File: config.mk
export PLATFORM = sky130hd
export DESIGN_NAME = op_sequencer
export DESIGN_NICKNAME = d
export VERILOG_FILES = /design/src/rtl/op_pkg.sv /design/src/rtl/op_sequencer_key_edge.sv /design/src/rtl/op_sequencer.sv
export SDC_FILE = /design/constraint.sdc
export NUM_CORES = 1
export LEC_CHECK = 0
export ABC_CLOCK_PERIOD_IN_PS = 1850
export CAP_MARGIN = 10
export CORE_ASPECT_RATIO = 1.75
export CORE_MARGIN = 10
export CORE_UTILIZATION = 30
export CTS_CLUSTER_DIAMETER = 100
export DETAILED_ROUTE_END_ITERATION = 12
export PLACE_DENSITY = 0.58
export SYNTH_ARGS = -nofsm -noshare
export SYNTH_HDL_FRONTEND = slang
export SYNTH_SLANG_ARGS = --single-unit
File: constraint.sdc
create_clock -name clk -period 1.85 [get_ports clk]
set_input_delay 0.555 -clock clk [delete_from_list [all_inputs] [get_ports clk]]
set_output_delay 0.555 -clock clk [all_outputs]
set_load 0.02 [all_outputs]
File: src/rtl/op_pkg.sv
// -----------------------------------------------------------------------------
// op_pkg
// Definitions shared by the front-panel operation sequencer and the datapath:
// opcode encodings, error codes, the sequencer state encoding and the one-hot
// switch decode.
// -----------------------------------------------------------------------------
package op_pkg;

    localparam logic [2:0] OP_NONE = 3'b000;
    localparam logic [2:0] OP_1    = 3'b001;
    localparam logic [2:0] OP_2    = 3'b010;
    localparam logic [2:0] OP_3    = 3'b011;
    localparam logic [2:0] OP_4    = 3'b100;

    localparam logic [1:0] ERR_NONE    = 2'b00;
    localparam logic [1:0] ERR_INVALID = 2'b01;
    localparam logic [1:0] ERR_TIMEOUT = 2'b10;
    localparam logic [1:0] ERR_FAULT   = 2'b11;

    typedef enum logic [2:0] {
        ST_IDLE  = 3'd0,
        ST_ISSUE = 3'd1,
        ST_WAIT  = 3'd2,
        ST_DONE  = 3'd3,
        ST_ERROR = 3'd4
    } state_t;

    // Exactly one switch up selects an opcode; anything else (all down,
    // several up) decodes to OP_NONE, which marks the pattern invalid.
    function automatic logic [2:0] onehot_to_opcode(input logic [3:0] sw);
        logic [2:0] op;
        case (sw)
            4'b1000: op = OP_1;
            4'b0100: op = OP_2;
            4'b0010: op = OP_3;
            4'b0001: op = OP_4;
            default: op = OP_NONE;
        endcase
        return op;
    endfunction

    function automatic logic opcode_valid(input logic [2:0] op);
        return (op != OP_NONE);
    endfunction

endpackage

File: src/rtl/op_sequencer_key_edge.sv
// -----------------------------------------------------------------------------
// key_edge
// Synchronizes the asynchronous active-low start key into clk and produces a
// single-cycle press pulse on each released->pressed transition.
//
// Ports
//   clk      in   system clock
//   rst_n    in   asynchronous active-low reset
//   key_n_i  in   raw pushbutton, active-low, asynchronous to clk
//   press_o  out  1-cycle pulse on the synchronized 1->0 edge
// -----------------------------------------------------------------------------
module key_edge (
    input  logic clk,
    input  logic rst_n,
    input  logic key_n_i,
    output logic press_o
);

    logic       sync1_q;
    logic       sync2_q;
    logic       prev_q;
    logic       armed_q;
    logic [1:0] fill_q;

    // The synchronizer flops come out of reset reading "released", which would
    // look like a falling edge if the key is already held when reset lifts.
    // fill_q marks when sync2_q holds a genuine sample of the pin; the detector
    // only arms after it has seen a genuinely released key.
    always_ff @(posedge clk or negedge rst_n) begin
        if (!rst_n) begin
            sync1_q <= 1'b1;
            sync2_q <= 1'b1;
            prev_q  <= 1'b1;
            armed_q <= 1'b0;
            fill_q  <= 2'b00;
        end else begin
            sync1_q <= key_n_i;
            sync2_q <= sync1_q;
            prev_q  <= sync2_q;
            fill_q  <= {fill_q[0], 1'b1};
            if (fill_q[1] && sync2_q) begin
                armed_q <= 1'b1;
            end
        end
    end

    assign press_o = armed_q & prev_q & ~sync2_q;

endmodule

File: src/rtl/op_sequencer.sv
// -----------------------------------------------------------------------------
// op_sequencer
// Front-panel operation controller. A start-key press decodes the one-hot
// switch bank into an opcode and issues a single dp_start strobe, then waits
// for the datapath's done/error answer under a timeout and holds the outcome
// on the status outputs until the next press.
//
// Ports
//   clk          in   system clock
//   rst_n        in   asynchronous active-low reset
//   sw[3:0]      in   one-hot switch bank, sampled on a press
//   key_start_n  in   start pushbutton, active-low, asynchronous
//   dp_done      in   datapath completion pulse
//   dp_error     in   datapath fault pulse
//   dp_start     out  1-cycle command strobe
//   dp_opcode    out  opcode latched for the current/last operation
//   busy         out  operation in flight (ISSUE, WAIT)
//   done_led     out  last operation completed (DONE)
//   err_led      out  error held (ERROR)
//   err_code     out  00 none, 01 invalid switches, 10 timeout, 11 fault
//   op_count     out  completed-operation count, wraps at 256
//
// state | meaning
// IDLE  | waiting for a press, nothing held
// ISSUE | dp_start high for one cycle, timeout counter cleared
// WAIT  | waiting for dp_done/dp_error, timeout counter running
// DONE  | last operation completed, done_led held
// ERROR | error held until a press, which only clears it
// -----------------------------------------------------------------------------
module op_sequencer
    import op_pkg::*;
#(
    parameter int unsigned TIMEOUT_CYCLES = 1024
) (
    input  logic       clk,
    input  logic       rst_n,
    input  logic [3:0] sw,
    input  logic       key_start_n,
    input  logic       dp_done,
    input  logic       dp_error,
    output logic       dp_start,
    output logic [2:0] dp_opcode,
    output logic       busy,
    output logic       done_led,
    output logic       err_led,
    output logic [1:0] err_code,
    output logic [7:0] op_count
);

    localparam int unsigned     CNT_W    = $clog2(TIMEOUT_CYCLES + 1);
    localparam logic [CNT_W-1:0] CNT_LAST = CNT_W'(TIMEOUT_CYCLES - 1);

    logic             press;
    logic [2:0]       sw_op_d;
    logic             sw_ok_d;

    state_t           state_q;
    logic             dp_start_q;
    logic [2:0]       opcode_q;
    logic             busy_q;
    logic             done_led_q;
    logic             err_led_q;
    logic [1:0]       err_code_q;
    logic [7:0]       op_count_q;
    logic [CNT_W-1:0] cnt_q;

    key_edge u_key_edge (
        .clk     (clk),
        .rst_n   (rst_n),
        .key_n_i (key_start_n),
        .press_o (press)
    );

    assign sw_op_d = onehot_to_opcode(sw);
    assign sw_ok_d = opcode_valid(sw_op_d);

    always_ff @(posedge clk or negedge rst_n) begin
        if (!rst_n) begin
            state_q    <= ST_IDLE;
            dp_start_q <= 1'b0;
            opcode_q   <= OP_NONE;
            busy_q     <= 1'b0;
            done_led_q <= 1'b0;
            err_led_q  <= 1'b0;
            err_code_q <= ERR_NONE;
            op_count_q <= 8'd0;
            cnt_q      <= '0;
        end else begin
            dp_start_q <= 1'b0;
            case (state_q)
                ST_IDLE, ST_DONE: begin
                    if (press) begin
                        done_led_q <= 1'b0;
                        if (sw_ok_d) begin
                            opcode_q   <= sw_op_d;
                            dp_start_q <= 1'b1;
                            busy_q     <= 1'b1;
                            state_q    <= ST_ISSUE;
                        end else begin
                            err_led_q  <= 1'b1;
                            err_code_q <= ERR_INVALID;
                            state_q    <= ST_ERROR;
                        end
                    end
                end
                ST_ISSUE: begin
                    cnt_q   <= '0;
                    state_q <= ST_WAIT;
                end
                ST_WAIT: begin
                    // Fault beats completion; completion beats the timeout.
                    if (dp_error) begin
                        busy_q     <= 1'b0;
                        err_led_q  <= 1'b1;
                        err_code_q <= ERR_FAULT;
                        state_q    <= ST_ERROR;
                    end else if (dp_done) begin
                        busy_q     <= 1'b0;
                        done_led_q <= 1'b1;
                        op_count_q <= op_count_q + 8'd1;
                        state_q    <= ST_DONE;
                    end else if (cnt_q == CNT_LAST) begin
                        busy_q     <= 1'b0;
                        err_led_q  <= 1'b1;
                        err_code_q <= ERR_TIMEOUT;
                        state_q    <= ST_ERROR;
                    end else begin
                        cnt_q <= cnt_q + 1'b1;
                    end
                end
                ST_ERROR: begin
                    if (press) begin
                        err_led_q  <= 1'b0;
                        err_code_q <= ERR_NONE;
                        state_q    <= ST_IDLE;
                    end
                end
                default: begin
                    busy_q  <= 1'b0;
                    state_q <= ST_IDLE;
                end
            endcase
        end
    end

    assign dp_start  = dp_start_q;
    assign dp_opcode = opcode_q;
    assign busy      = busy_q;
    assign done_led  = done_led_q;
    assign err_led   = err_led_q;
    assign err_code  = err_code_q;
    assign op_count  = op_count_q;

endmodule

==> results.json <==
{
  "yosysWarnings": 0,
  "drc": 0,
  "coreArea_um2": 6130,
  "period_share_pct": 97.1,
  "die_y_um": 125,
  "dp.cells": 315,
  "worstPathCellList": "clkdlybuf4s50_1",
  "grt_pass1_vias": 1687,
  "antenna_found_initial": 0,
  "first_pass_iters": 4,
  "synth_edf_count": 0,
  "min_period_ps": 1800,
  "ff2ff_setup_slack_ps": 90,
  "cap_viol_max_count": 0,
  "area_growth_pct": 43.0,
  "cts-buffers-inserted": 5,
  "path_buf_inv": 1,
  "ys.flop_type": "dfrtp_1",
  "rr_worst_depth": 7,
  "postRouteAntennaNets": 0,
  "vdd_ir_drop_max_uv": 720,
  "drv_slew": 0,
  "diodes": 0,
  "core.rowCount": 38,
  "critPathMaxFanout": 2,
  "status": "finished, final reports clean",
  "initial_core_util_pct": 30.6,
  "fin_nets": 258,
  "final_hold_viol_count": 0,
  "gp_congestion": 0.890,
  "synth_area_um2": 1880,
  "setup_viol": 0,
  "h-tree-depth": 2,
  "routed_wl_um": 4650,
  "clockBufferDepth": 2,
  "yosysUniqueCellTypes": 45,
  "critPathKind": "reg2out",
  "endpoint_kind": "primary output",
  "crit_family": "buffers and inverters",
  "slowest_stage": "clkdlybuf4s50_1",
  "rr_endpoint": "cnt_q[8]",
  "cpPeakStageDelay_ps": 610,
  "die_x_um": 79.8,
  "syn-mean-instance-area_um2": 10.4,
  "rsz0062_at_grt": "true",
  "required_ps": 1290,
  "clock_skew_ps": 3.75,
  "max_freq_ghz": 0.557,
  "drive_gt1_share_pct": 28.6,
  "worst_ep_arrival_time_ps": 1240,
  "timing.hold.ws_ps": 190,
  "clock_latency_ps": 290,
  "port_buffers": 25,
  "die-area_um2": 9940,
  "drt-initial-drc-count": 48,
  "p_per_area_nw_per_um2": 908,
  "grt_pass1_wl_um": 7780,
  "cp-start-kind": "flop",
  "synth_seq_area_share_pct": 49.5,
  "ys_ff_latch": 37,
  "hpwl_um": 3460,
  "grt_max_degree": 22,
  "boundaryPins": 26,
  "routedWlPerCell_um": 14.2,
  "vias": 1562,
  "overflow": 0,
  "synthArstFlopShare_pct": 100,
  "netlist_instances": 181,
  "via_per_inst": 4.76,
  "grtUsageTotal_pct": 9.77,
  "clock-root-buffer": "clkbuf_8",
  "synthesis.nets": 192,
  "clock-sinks": 37,
  "instances_no_fill": 328,
  "regToRegStartpoint": "state_q[1]",
  "hp-class": "in2async",
  "clk_pin_slew_ps": 80,
  "cts_tree": "done",
  "cellLeakagePower_nw": 1.25
}
## report_power, final
part	total [mW]	internal, mW	switching [mW]
clock	0.740	0.438	0.302
sequential	1.00	0.919	0.0813
combinational	0.696	0.318	0.378
total	2.44	1.68	0.761
## state kept, by name, indices dropped and copies added (netlist names), 2 cells and up
signal and flops:
state_q 3, op_count 8, dp_opcode 3, u_key_edge.fill_q 2, err_code 2, cnt_q 11
## cells by family (layout without fill, tap and decap cells)
group	after synthesis	after routing	share of synthesized area (%)
AOI/OAI and AO/OA	26	27	10.2
xor gates and xnor gates	19	19	8.87
adders and majority gates	2	2	1.33
buffers and inverters	8	74	1.80
DFF	37	37	49.5
muxes	4	4	2.40
other	1	1	0.200
and+or+nand+nor	84	84	25.7
## cells in the final DEF, fill, tap and decap left out, types with 4 or more instances in the layout
master           synthesis  routed
buf_4                    0      36
nor3_1                  10      10
clkbuf_8                 0       6
nand3_1                  7       7
o21ai_0                  7       7
nor2_1                  21      21
dlymetal6s2s_1           0       4
dfrtp_1                 34      34
nand2_1                 18      17
xnor2_1                 16      16
clkdlybuf4s50_1          0       5
inv_1                    4       4
dlygate4sd2_1            0      13
## worst max path at each step
stage                 start      endpoint  cells past startpoint
2_1_floorplan         sw[3]   err_code[0]                      5
3_3_place_gp          sw[3]  dp_opcode[1]                      6
3_5_place_dp          sw[3]  dp_opcode[0]                      6
4_1_cts               sw[2]   err_code[0]                      6
5_1_grt          state_q[1]      cnt_q[8]                      7
6_report       dp_opcode[2]  dp_opcode[2]                      1
## synthesized netlist by cell type, types with 2 or more instances
library cell,count,area (µm²)
nand3_2,2,20.0
inv_1,4,15.0
a21o_1,2,15.0
a21oi_1,2,10.0
o21ai_0,7,35.0
a31oi_1,2,12.5
nor4_2,2,25.0
nor3_1,10,50.1
a211oi_1,2,15.0
o21ai_1,3,15.0
nand3_1,7,35.0
nor2b_1,3,18.8
ha_1,2,25.0
nor4_1,3,18.8
and3_1,3,18.8
mux2_2,3,33.8
nor2_1,21,78.8
nand2b_1,3,18.8
nand2_1,18,67.6
dfstp_2,3,78.8
xnor2_1,16,140
dfrtp_1,34,851
buf_2,3,15.0
xor2_1,3,26.3
nor4b_2,3,45.0
## timing repair
| action | 4_1_cts | 5_1_grt |
|---|---|---|
| buffers inserted | 4 | 0 |
| pin swaps | 4 | 2 |
| endpoints found under the setup margin | 26 | 15 |
| hold buffers | 0 | 0 |
| gates resized for setup | 26 | 7 |
| cloned | 1 | 0 |
## cell type report
cell class | instances | area [µm²]
flip-flops and latches | 37 | 930
multi-input cells | 137 | 993
fillers | 594 | 3450
clock inverters | 2 | 37.5
repair buffers | 62 | 526
clock buffers | 6 | 82.6
inverters | 4 | 15.0
well taps | 80 | 100
## routing by layer
layer | wire length, µm | vias up | GRT usage (%)
li1 | - | 771 | -
met1 | 1730 | 752 | 9.56
met2 | 2610 | 26 | 17.6
met3 | 153 | 13 | 2.60
met4 | 158 | 0 | 5.52
met5 | 0 | - | 0
## per-stage QoR
| step | utilization [%] | TNS [ps] | cell area (µm²) | power [mW] | setup slack (ps) |
|---|---|---|---|---|---|
| 3_5_place_dp | 40.2 | -9400 | 2460 | 1.71 | -503 |
| 2_1_floorplan | - | 0 | 1880 | 1.36 | 173 |
| 6_report | 43.8 | 0 | 2680 | 2.44 | 53.9 |
| 5_1_grt | 43.8 | -58.2 | 2680 | 2.58 | -39.4 |
| 3_3_place_gp | 40.2 | -9340 | 2460 | 1.71 | -470 |
| 4_1_cts | 43.5 | 0 | 2670 | 2.47 | 1.25 |
No activity file was read; power rests on OpenSTA's default activity.
